[config.mk]
export PLATFORM = sky130hd
export DESIGN_NAME = stat_readout_ctrl
export DESIGN_NICKNAME = d
export VERILOG_FILES = /design/src/rtl/stat_readout_ctrl.sv
export SDC_FILE = /design/constraint.sdc
export NUM_CORES = 1
export LEC_CHECK = 0
export BUFFER_PORTS_ARGS = -buffer_cell sky130_fd_sc_hd__buf_2
export CAP_MARGIN = 0
export CORE_UTILIZATION = 40
export CTS_BUF_LIST = sky130_fd_sc_hd__clkbuf_8
export CTS_CLUSTER_DIAMETER = 80
export DETAILED_ROUTE_END_ITERATION = 10
export PLACE_DENSITY = 0.71
export REMOVE_ABC_BUFFERS = 1
export SYNTH_ARGS = -nofsm -noshare
export SYNTH_HDL_FRONTEND = slang
export SYNTH_SLANG_ARGS = --single-unit
[constraint.sdc]
create_clock -name clk -period 5.7 [get_ports clk]
set_clock_uncertainty 0.15 [all_clocks]
set_input_delay 0.855 -clock clk [delete_from_list [all_inputs] [get_ports clk]]
set_output_delay 0.855 -clock clk [all_outputs]
set_load 0.01 [all_outputs]
[src/rtl/stat_readout_ctrl.sv]
// rtl/stat_readout_ctrl.sv - statistics snapshot controller: halt freeze, host handshake, readout and display scan
module stat_readout_ctrl #(
    parameter int unsigned SCAN_DIV = 1000
) (
    input  logic        clk,
    input  logic        rst,
    input  logic        run,
    input  logic        halt,
    input  logic [31:0] j_cnt,
    input  logic [31:0] r_cnt,
    input  logic [31:0] i_cnt,
    input  logic [31:0] cyc_cnt,
    output logic        cnt_en,
    output logic        halted,
    input  logic        snap_req,
    output logic        snap_ack,
    input  logic        rd_req,
    input  logic [1:0]  rd_idx,
    output logic [31:0] rd_data,
    output logic        rd_valid,
    output logic [1:0]  disp_sel,
    output logic [31:0] disp_val
);

    localparam int unsigned DIV_W = (SCAN_DIV > 1) ? $clog2(SCAN_DIV) : 1;
    localparam logic [DIV_W-1:0] DIV_LAST = DIV_W'(SCAN_DIV - 1);

    typedef enum logic [1:0] {
        S_IDLE = 2'd0,
        S_CAPT = 2'd1,
        S_ACK  = 2'd2
    } state_t;

    state_t           state;
    logic             halted_q;
    logic             auto_cap;
    logic             cap_en;
    logic [31:0]      snap [4];
    logic [DIV_W-1:0] div_cnt;

    assign cnt_en   = run & ~halted;
    // halted_q lags halted by one edge, so auto_cap is a single-cycle pulse per halt
    assign auto_cap = halted & ~halted_q;
    assign cap_en   = (state == S_CAPT) | auto_cap;
    assign disp_val = snap[disp_sel];

    always_ff @(posedge clk or posedge rst) begin
        if (rst) begin
            halted   <= 1'b0;
            halted_q <= 1'b0;
        end else begin
            if (halt)
                halted <= 1'b1;
            halted_q <= halted;
        end
    end

    always_ff @(posedge clk or posedge rst) begin
        if (rst) begin
            state    <= S_IDLE;
            snap_ack <= 1'b0;
        end else begin
            case (state)
                S_IDLE: begin
                    if (snap_req)
                        state <= S_CAPT;
                    snap_ack <= 1'b0;
                end
                S_CAPT: begin
                    state    <= S_ACK;
                    snap_ack <= 1'b1;
                end
                S_ACK: begin
                    if (!snap_req) begin
                        state    <= S_IDLE;
                        snap_ack <= 1'b0;
                    end else begin
                        snap_ack <= 1'b1;
                    end
                end
                default: begin
                    state    <= S_IDLE;
                    snap_ack <= 1'b0;
                end
            endcase
        end
    end

    always_ff @(posedge clk or posedge rst) begin
        if (rst) begin
            for (int k = 0; k < 4; k++)
                snap[k] <= 32'd0;
        end else if (cap_en) begin
            snap[0] <= j_cnt;
            snap[1] <= r_cnt;
            snap[2] <= i_cnt;
            snap[3] <= cyc_cnt;
        end
    end

    // Non-blocking read of snap returns the pre-capture value on a collision edge
    always_ff @(posedge clk or posedge rst) begin
        if (rst) begin
            rd_valid <= 1'b0;
            rd_data  <= 32'd0;
        end else begin
            rd_valid <= rd_req;
            if (rd_req)
                rd_data <= snap[rd_idx];
        end
    end

    always_ff @(posedge clk or posedge rst) begin
        if (rst) begin
            div_cnt  <= '0;
            disp_sel <= 2'd0;
        end else if (div_cnt == DIV_LAST) begin
            div_cnt  <= '0;
            disp_sel <= disp_sel + 2'd1;
        end else begin
            div_cnt  <= div_cnt + 1'b1;
        end
    end

endmodule

==> Word-level counts from Yosys, hierarchy flattened <==
Index checks and enable logic that the tools add are counted.
{ "totals": {"register_bits": 178, "in_bits": 136, "out_inout_bits": 70, "word_cells": 42} }
{ "classes": {"n_addsub": 2, "n_lt_le_gt_ge": 2, "n_eq_ne": 5, "muxes": 12, "bitwise": 7, "n_reduce_logical": 2} }
{ "ops": {"columns": ["op", "count"], "rows": [
  ["32-bit binary-select mux with 2-bit select", 2],
  ["32-bit 2-to-1 mux", 4],
  ["10-bit by 1-bit adder with 10-bit output, second input constant", 1],
  ["10-bit equality test, second input constant", 1],
  ["10-bit 2-to-1 mux", 1],
  ["3-bit >= comparator, second input constant", 2],
  ["2-bit inverter with 3-bit output", 2],
  ["2-bit case mux with 3 select lines", 1],
  ["2-bit 2-to-1 mux", 2],
  ["2-bit != test, second input constant", 2],
  ["2-bit by 1-bit adder with 2-bit output, second input constant", 1],
  ["1-bit AND", 2],
  ["2-bit by 1-bit equality test with 1-bit output, second input constant", 1],
  ["2-bit equality test, second input constant", 1],
  ["2-bit zero test", 1],
  ["1-bit inverter", 2],
  ["1-bit case mux with 2 select lines", 1],
  ["2-bit AND reduction", 1],
  ["1-bit 2-to-1 mux", 1],
  ["1-bit bitwise OR", 1]
]} }

==> Logic depth before layout (Yosys ltp) <==
Gate-level depths: netlist of the first run.
{ "depth": {"word_depth": 4, "depth_mapped": 6, "depth_no_buf": 5} }

==> Least setup slack after synthesis of the first run <==
Ideal clock, no wire load.
{ "synth_path": {"path_type": "flip-flop to output port", "startpoint": "register disp_sel[0]", "endpoint": "output disp_val[10]", "t_arrival_ns": 1.454, "required_ns": 4.695, "path_slack_ns": 3.241, "path_stages_with_launch": 4, "n_path_buf": 2, "path_cell_list": "dfrtp_1 -> buf_2 -> buf_2 -> mux4_2"} }
{ "synth_via": {"elab_chain_len": 4} }
{ "synth_rtl": {"columns": ["element", "line", "text"], "rows": [
  ["from (decl)", "21", "output logic [1:0] disp_sel,"],
  ["from (signal assigned)", "119", "disp_sel <= disp_sel + 2'd1;"],
  ["2-bit inverter with 3-bit output (implied by the code)", "45", "assign disp_val = snap[disp_sel];"],
  ["32-bit binary-select mux with 2-bit select", "45", null],
  ["32-bit 2-to-1 mux (implied by the code) (2 in series)", "45", null],
  ["to (decl)", "22", "output logic [31:0] disp_val"]
]} }
No other way between the ends. The select of a mux whose other input is x is not followed.

==> Worst setup path after layout of the first run <==
{ "layout_path": {"startpoint": "register disp_sel[0]", "endpoint": "output disp_val[24]"} }
Same word-level chain as after synthesis.

==> results.yml, run 1 <==
placement:
  hpwl_um: 12440
  dpl_worst_slack_ns: 2.654
  placed_cell_area_mm2: 0.009668
  portBuffers: 205
  place_congestion: 0.7589
floorplan:
  dieArea_mm2: 0.02180
  num_io_pins: 206
  rows: 52
  die_y_um: 147.6
  dieWidth_um: 147.6
  initial_core_util_pct: 41.40
  coreArea_mm2: 0.02049
worst_setup_path:
  cp-end-kind: "output port"
  worstSetupStartpointType: "flip-flop"
  cp_cell_sequence: "buf_4, mux4_2, buf_2"
  reg2reg_depth: 5
  worst_ep_arrival_time_ns: 2.42
  crit_path_top_delay_cell: "dfrtp_2"
  cp.depth: 3
  cp_max_fo: 19
  critical-path-top-delay-family: "flip-flops"
  required_ns: 4.70
  max_stage_delay_ns: 0.76
  cp.buffers_inverters: 2
  path_class: "flip-flop to output port"
final_layout:
  final_area_mm2: 0.01008
  n_antenna_cell: 0
  final_nets: 838
  drive_gt1_share_pct: 66.57
  layout-area-overhead-vs-synth_pct: 18.80
clocking:
  cts_tree: "yes"
  clockRootBuffer: "clkbuf_8"
  h-tree-depth: 4
  clk_pin_slew_worst_paths_ns: 0.10
  post-cts-setup-buffers: 0
  cts_resized: 0
  clockBufferDepth: 2
  cts_hold_buf: 0
  cts_made_buffers: 17
  clk_latency_ns: 0.44
  cts.sinks: 178
power:
  p_switching_mw: 1.590
  leakage_nw: 4.432
  p_int_mw: 3.559
  p_sw_share_pct: 30.87
  combPwrFrac_pct: 38.5
  power.density_mw_per_mm2: 510.8
  ir_drop_v: 0.0007165
  seqPwrFrac_pct: 44.1
  power.share.clock_pct: 17.4
sta:
  worst_pin_slew_ns: 0.9976
  hold_viol: 0
  whs_ns: 0.3163
  tns_ns: 0
  fmax_mhz: 291.8
  rsz0062_at_grt: "false"
  timing.final.crit_share_pct: 60.13
  maxSlewViolCount: 0
  min_period_ns: 3.428
  slew-limit-headroom_pct: 33.49
  setup_viol: 0
  setup_ws_ns: 2.273
synth:
  ys_warn_count: 0
  netlist_area_mm2: 0.008484
  ys_seq_elements: 178
  syn_inst: 500
  ys_types: 36
  avgSynthCellArea_um2: 16.97
  ys_seq_area_share_pct: 52.50
global_route:
  antenna_found_initial: 0
  grt_overflow: 0
  grt_max_degree: 67
  grt_use_total_pct: 17.63
  grt_pass1_vias: 5614
  grt_pass1_wl_um: 29750
detailed_routing:
  routed_wl_um: 18220
  wl_per_cell_um: 18.61
  drcViolationCount: 0
  first_iter_violations: 195
  vias: 5102
  viasPerCell: 5.211
  drtAntennaViolNets: 0
  firstDrtPassIters: 4
status:
  status: "finished, final reports clean"
run:
  maxCapViolations: 0
worst_hold_path:
  hp-class: "input pin to asynchronous set/reset pin"
==> layer usage <==
| metal | up-vias | global-route usage [%] | part of all wire [%] |
|---|---|---|---|
| met5 | - | 0 | 0 |
| met4 | 0 | 4.794 | 0.91 |
| met3 | 13 | 4.167 | 5.0 |
| met2 | 143 | 29.58 | 51 |
| met1 | 2661 | 22.93 | 43 |
| li1 | 2285 | - | - |
==> synth_stat cells <==
cell	instances	share of area (%)
buf_12	3	0.71
xor2_1	3	0.31
inv_1	5	0.22
mux4_1	2	0.62
nor2b_1	3	0.22
nand3_1	5	0.29
nor4_4	1	0.25
nand2b_1	2	0.15
mux4_2	62	16
o31ai_1	1	0.089
and4_1	2	0.21
a21o_1	1	0.089
mux2_4	30	5.3
nand2_1	5	0.22
nand4_1	1	0.074
buf_2	21	1.2
buf_6	1	0.13
nand3_2	1	0.12
and3_1	2	0.15
or3_1	2	0.15
mux2i_1	1	0.12
o21ai_0	4	0.24
ha_1	5	0.74
mux2_2	130	17
or2_2	1	0.074
clkbuf_2	1	0.059
clkbuf_8	4	0.65
a21oi_1	7	0.41
a31oi_1	1	0.074
nor2_1	5	0.22
dfrtp_1	178	52
clkbuf_1	4	0.18
nor4_1	1	0.074
xnor2_1	2	0.21
nor3_1	2	0.12
nor3b_1	1	0.089
==> final cells by class <==
| cell class | instances | area (µm²) |
|---|---|---|
| Inverter | 5 | 23.77 |
| Clock buffer | 21 | 289.0 |
| Timing Repair Buffer | 212 | 1079 |
| Sequential cell | 178 | 4457 |
| Clock inverter | 10 | 122.6 |
| Multi-Input combinational cell | 283 | 3771 |
| Tap cell | 270 | 337.8 |
| Fill cell | 1784 | 10420 |
==> layout by cell type, fill, tap and decap left out, drive strengths merged <==
cell / instances
a21o: 1
a21oi: 7
a31oi: 1
and3: 2
and4: 2
buf: 212
bufinv: 2
clkbuf: 21
clkinv: 2
clkinvlp: 3
dfrtp: 178
ha: 5
inv: 8
mux2: 160
mux2i: 1
mux4: 64
nand2: 5
nand2b: 2
nand3: 6
nand4: 1
nor2: 5
nor2b: 3
nor3: 2
nor3b: 1
nor4: 2
o21ai: 4
o31ai: 1
or2: 1
or3: 2
xnor2: 2
xor2: 3
==> stage by stage <==
stage                     power (mW)  std cells  util (%)
final                          5.148        979     49.18
after global routing           5.476        979     49.18
after CTS                      5.210        979     49.18
after detailed placement       4.296        948     47.17
after global placement         4.173        948     47.17
after floorplan                3.822        466         -
==> power groups by stage <==
stage | clock (mW) | sequential (mW) | combinational [mW]
6_report | 0.895 | 2.27 | 1.98
5_1_grt | 0.985 | 2.35 | 2.14
4_1_cts | 0.932 | 2.27 | 2.01
3_5_place_dp | 0 | 2.29 | 2.00
3_3_place_gp | 0 | 2.23 | 1.94
2_1_floorplan | 0 | 2.21 | 1.61
==> final timing paths <==
kind | start | to | slack, ns
max in group asynchronous | rst | rd_data[12] | 3.88
worst max-delay path | disp_sel[0] | disp_val[24] | 2.27
min in group clk | div_cnt[9] | div_cnt[9] | 0.34
worst min register to register | div_cnt[9] | div_cnt[9] | 0.34
worst min-delay path | rst | halted | 0.32
worst max register to register | state[1] | snap[19] | 3.45
==> kinds of logic after synthesis <==
logic type,after synthesis,synth area share (%)
buffers and inverters,39,3.185
adder cells (fa/ha/maj),5,0.7374
AND/OR/NAND/NOR,34,2.404
multiplexers,225,39.76
AO/OA/AOI/OAI,14,0.8997
flip-flops,178,52.50
XOR/XNOR,5,0.5162
==> state kept, by name (all words and copies together) (netlist names) <==
signal,count
disp_sel,2
div_cnt,10
halted,1
halted_q,1
rd_data,32
rd_valid,1
snap,128
snap_ack,1
state,2
==> worst register-to-register path: stages, from the launching register on <==
cell and delay (ns):
dfrtp_1 0.37, inv_1 0.09, ha_1 0.25, a21oi_4 0.14
buf_4 0.65, mux2_2 0.49
No activity file was read; power rests on OpenSTA's default activity.
==> run 2, diff against run 1 <==
Clock period 5.7 ns to 2.9 ns, I/O delays scaled along.
==> run 2 against run 1 <==
Against the previous run:
- power increased by 97%
- setup slack got worse by 1.9 ns
- combinational power is 100% higher
- sequential share of layout area is 0.64 points lower
- non-clock buffer count up 5
- sequential cell count stayed put
- clock-buffer cell count decreased by 2
- core utilization rose by 0.72 points
- clock power increased by 92%
- sequential power rose by 97%
- final cell count increased by 0.51%
==> results.yml, run 2 (synthesized netlist as in run 1, its figures left out) <==
detailed_routing:
  first_iter_violations: 268
  drtAntennaViolNets: 0
  wl_per_cell_um: 18.92
  routed_wl_um: 18620
  firstDrtPassIters: 4
  vias: 5121
  viasPerCell: 5.204
  drcViolationCount: 0
worst_setup_path:
  max_stage_delay_ns: 0.73
  cp_max_fo: 19
  ff2ff_setup_slack_ns: 0.96
  endpoint: "disp_val[5]"
  cp-startpoint: "disp_sel[1]"
  reg2reg_depth: 5
  crit_path_top_delay_cell: "dfrtp_2"
  required_ns: 2.32
  cp-end-kind: "output port"
  worstSetupStartpointType: "flip-flop"
  path_class: "flip-flop to output port"
  worst_ep_arrival_time_ns: 1.96
  reg2reg_from: "state[1]"
  cp_cell_sequence: "buf_12, mux4_2, buf_2"
  regToRegEndpoint: "snap[52]"
placement:
  place_congestion: 0.7526
  portBuffers: 205
  dp.cells: 951
  hpwl_um: 12850
  dpl_worst_slack_ns: 0.8310
  placed_cell_area_mm2: 0.009816
clocking:
  clk_latency_ns: 0.46
  clockRootBuffer: "clkbuf_8"
  cts_made_buffers: 17
  clockBufferDepth: 2
  cts.sinks: 178
  cts_tree: "yes"
  h-tree-depth: 4
  clk_pin_slew_worst_paths_ns: 0.09
  post-cts-setup-buffers: 0
floorplan:
  die_y_um: 147.6
  coreArea_mm2: 0.02049
  initial_core_util_pct: 41.40
  dieWidth_um: 147.6
  rows: 52
  num_io_pins: 206
  dieArea_mm2: 0.02180
final_layout:
  fin_util_pct: 49.90
  fin_cells: 984
  final_nets: 843
  largest_register_ffs: 128
  final_cell_mix: "buf_2 (205), dfrtp_1 (176), mux2_2 (130)"
  layout-area-overhead-vs-synth_pct: 20.54
  drive_gt1_share_pct: 66.39
  final_common_cell: "buf_2"
  n_antenna_cell: 0
  regMostFlops: "snap"
  final_area_mm2: 0.01023
  largestRegisters: "snap x128, rd_data x32, div_cnt x10"
run:
  maxCapViolations: 0
global_route:
  grt_overflow: 0
  antenna_found_initial: 0
  grt_max_degree: 69
  use_met3_pct: 3.827
  grt_pass1_vias: 5662
  grtUsageMet2_pct: 30.59
  grt_pass1_wl_um: 30720
  grt_use_total_pct: 18.27
  grtUsageMet1_pct: 23.61
  grt-busiest-layer: "met2"
sta:
  min_period_ns: 2.546
  maxSlewViolCount: 0
  worst_pin_slew_ns: 0.6377
  fmax_mhz: 392.8
  whs_ns: 0.04835
  setup_viol: 0
  timing.final.crit_share_pct: 87.78
  hold_viol: 0
  rsz0062_at_grt: "false"
  slew-limit-headroom_pct: 57.45
  setup_ws_ns: 0.3544
  tns_ns: 0
power:
  ir_drop_v: 0.0007424
  leakage_nw: 4.502
  power.density_mw_per_mm2: 991.7
  fin_total_pwr_mw: 10.14
worst_hold_path:
  hp-class: "input pin to flip-flop"
status:
  status: "finished, final reports clean"
-- run 2: worst max-delay path, delay by kind of cell, from the launching register on --
family / cells / cell delay [ns]
muxes: 1 / 0.34
DFF: 1 / 0.73
buffers and inverters: 2 / 0.41
-- run 2: area by class of cell --
cell class	instances	area [µm²]
fill	1743	10270
sequential	178	4457
multi-input combinational	283	3771
timing repair buffer	217	1246
tap	270	337.8
clock buffer	19	261.5
clock inverter	12	130.1
inverter	5	23.77
-- run 2: what timing repair did --
action / CTS / global route
hold endpoints to repair: 66 / 0
hold buffers: 2 / 0
gates resized for setup: 0 / 0
-- run 2: metal layers --
| metal | part of all wire (%) | wire (µm) |
|---|---|---|
| met5 | 0 | 0 |
| met4 | 1.7 | 313 |
| met3 | 4.4 | 823 |
| met2 | 51 | 9543 |
| met1 | 43 | 7940 |
-- run 2: worst min-delay path by stage --
stage                     cells after the start  slack, ns          to  startpoint
after floorplan                               1       0.30  div_cnt[9]  div_cnt[9]
after detailed placement                      1       0.33  div_cnt[9]  div_cnt[9]
after global placement                        1       0.33  div_cnt[9]  div_cnt[9]
after CTS                                     2       0.02    snap[46]   i_cnt[14]
after global routing                          2       0.01    snap[53]   i_cnt[21]
final                                         2       0.05   snap[104]    j_cnt[8]
-- run 2: report_power, final --
group          total, mW  switching [mW]  internal (mW)
sequential          4.47           0.798           3.67
clock               1.72           0.907          0.810
combinational       3.96            1.45           2.51
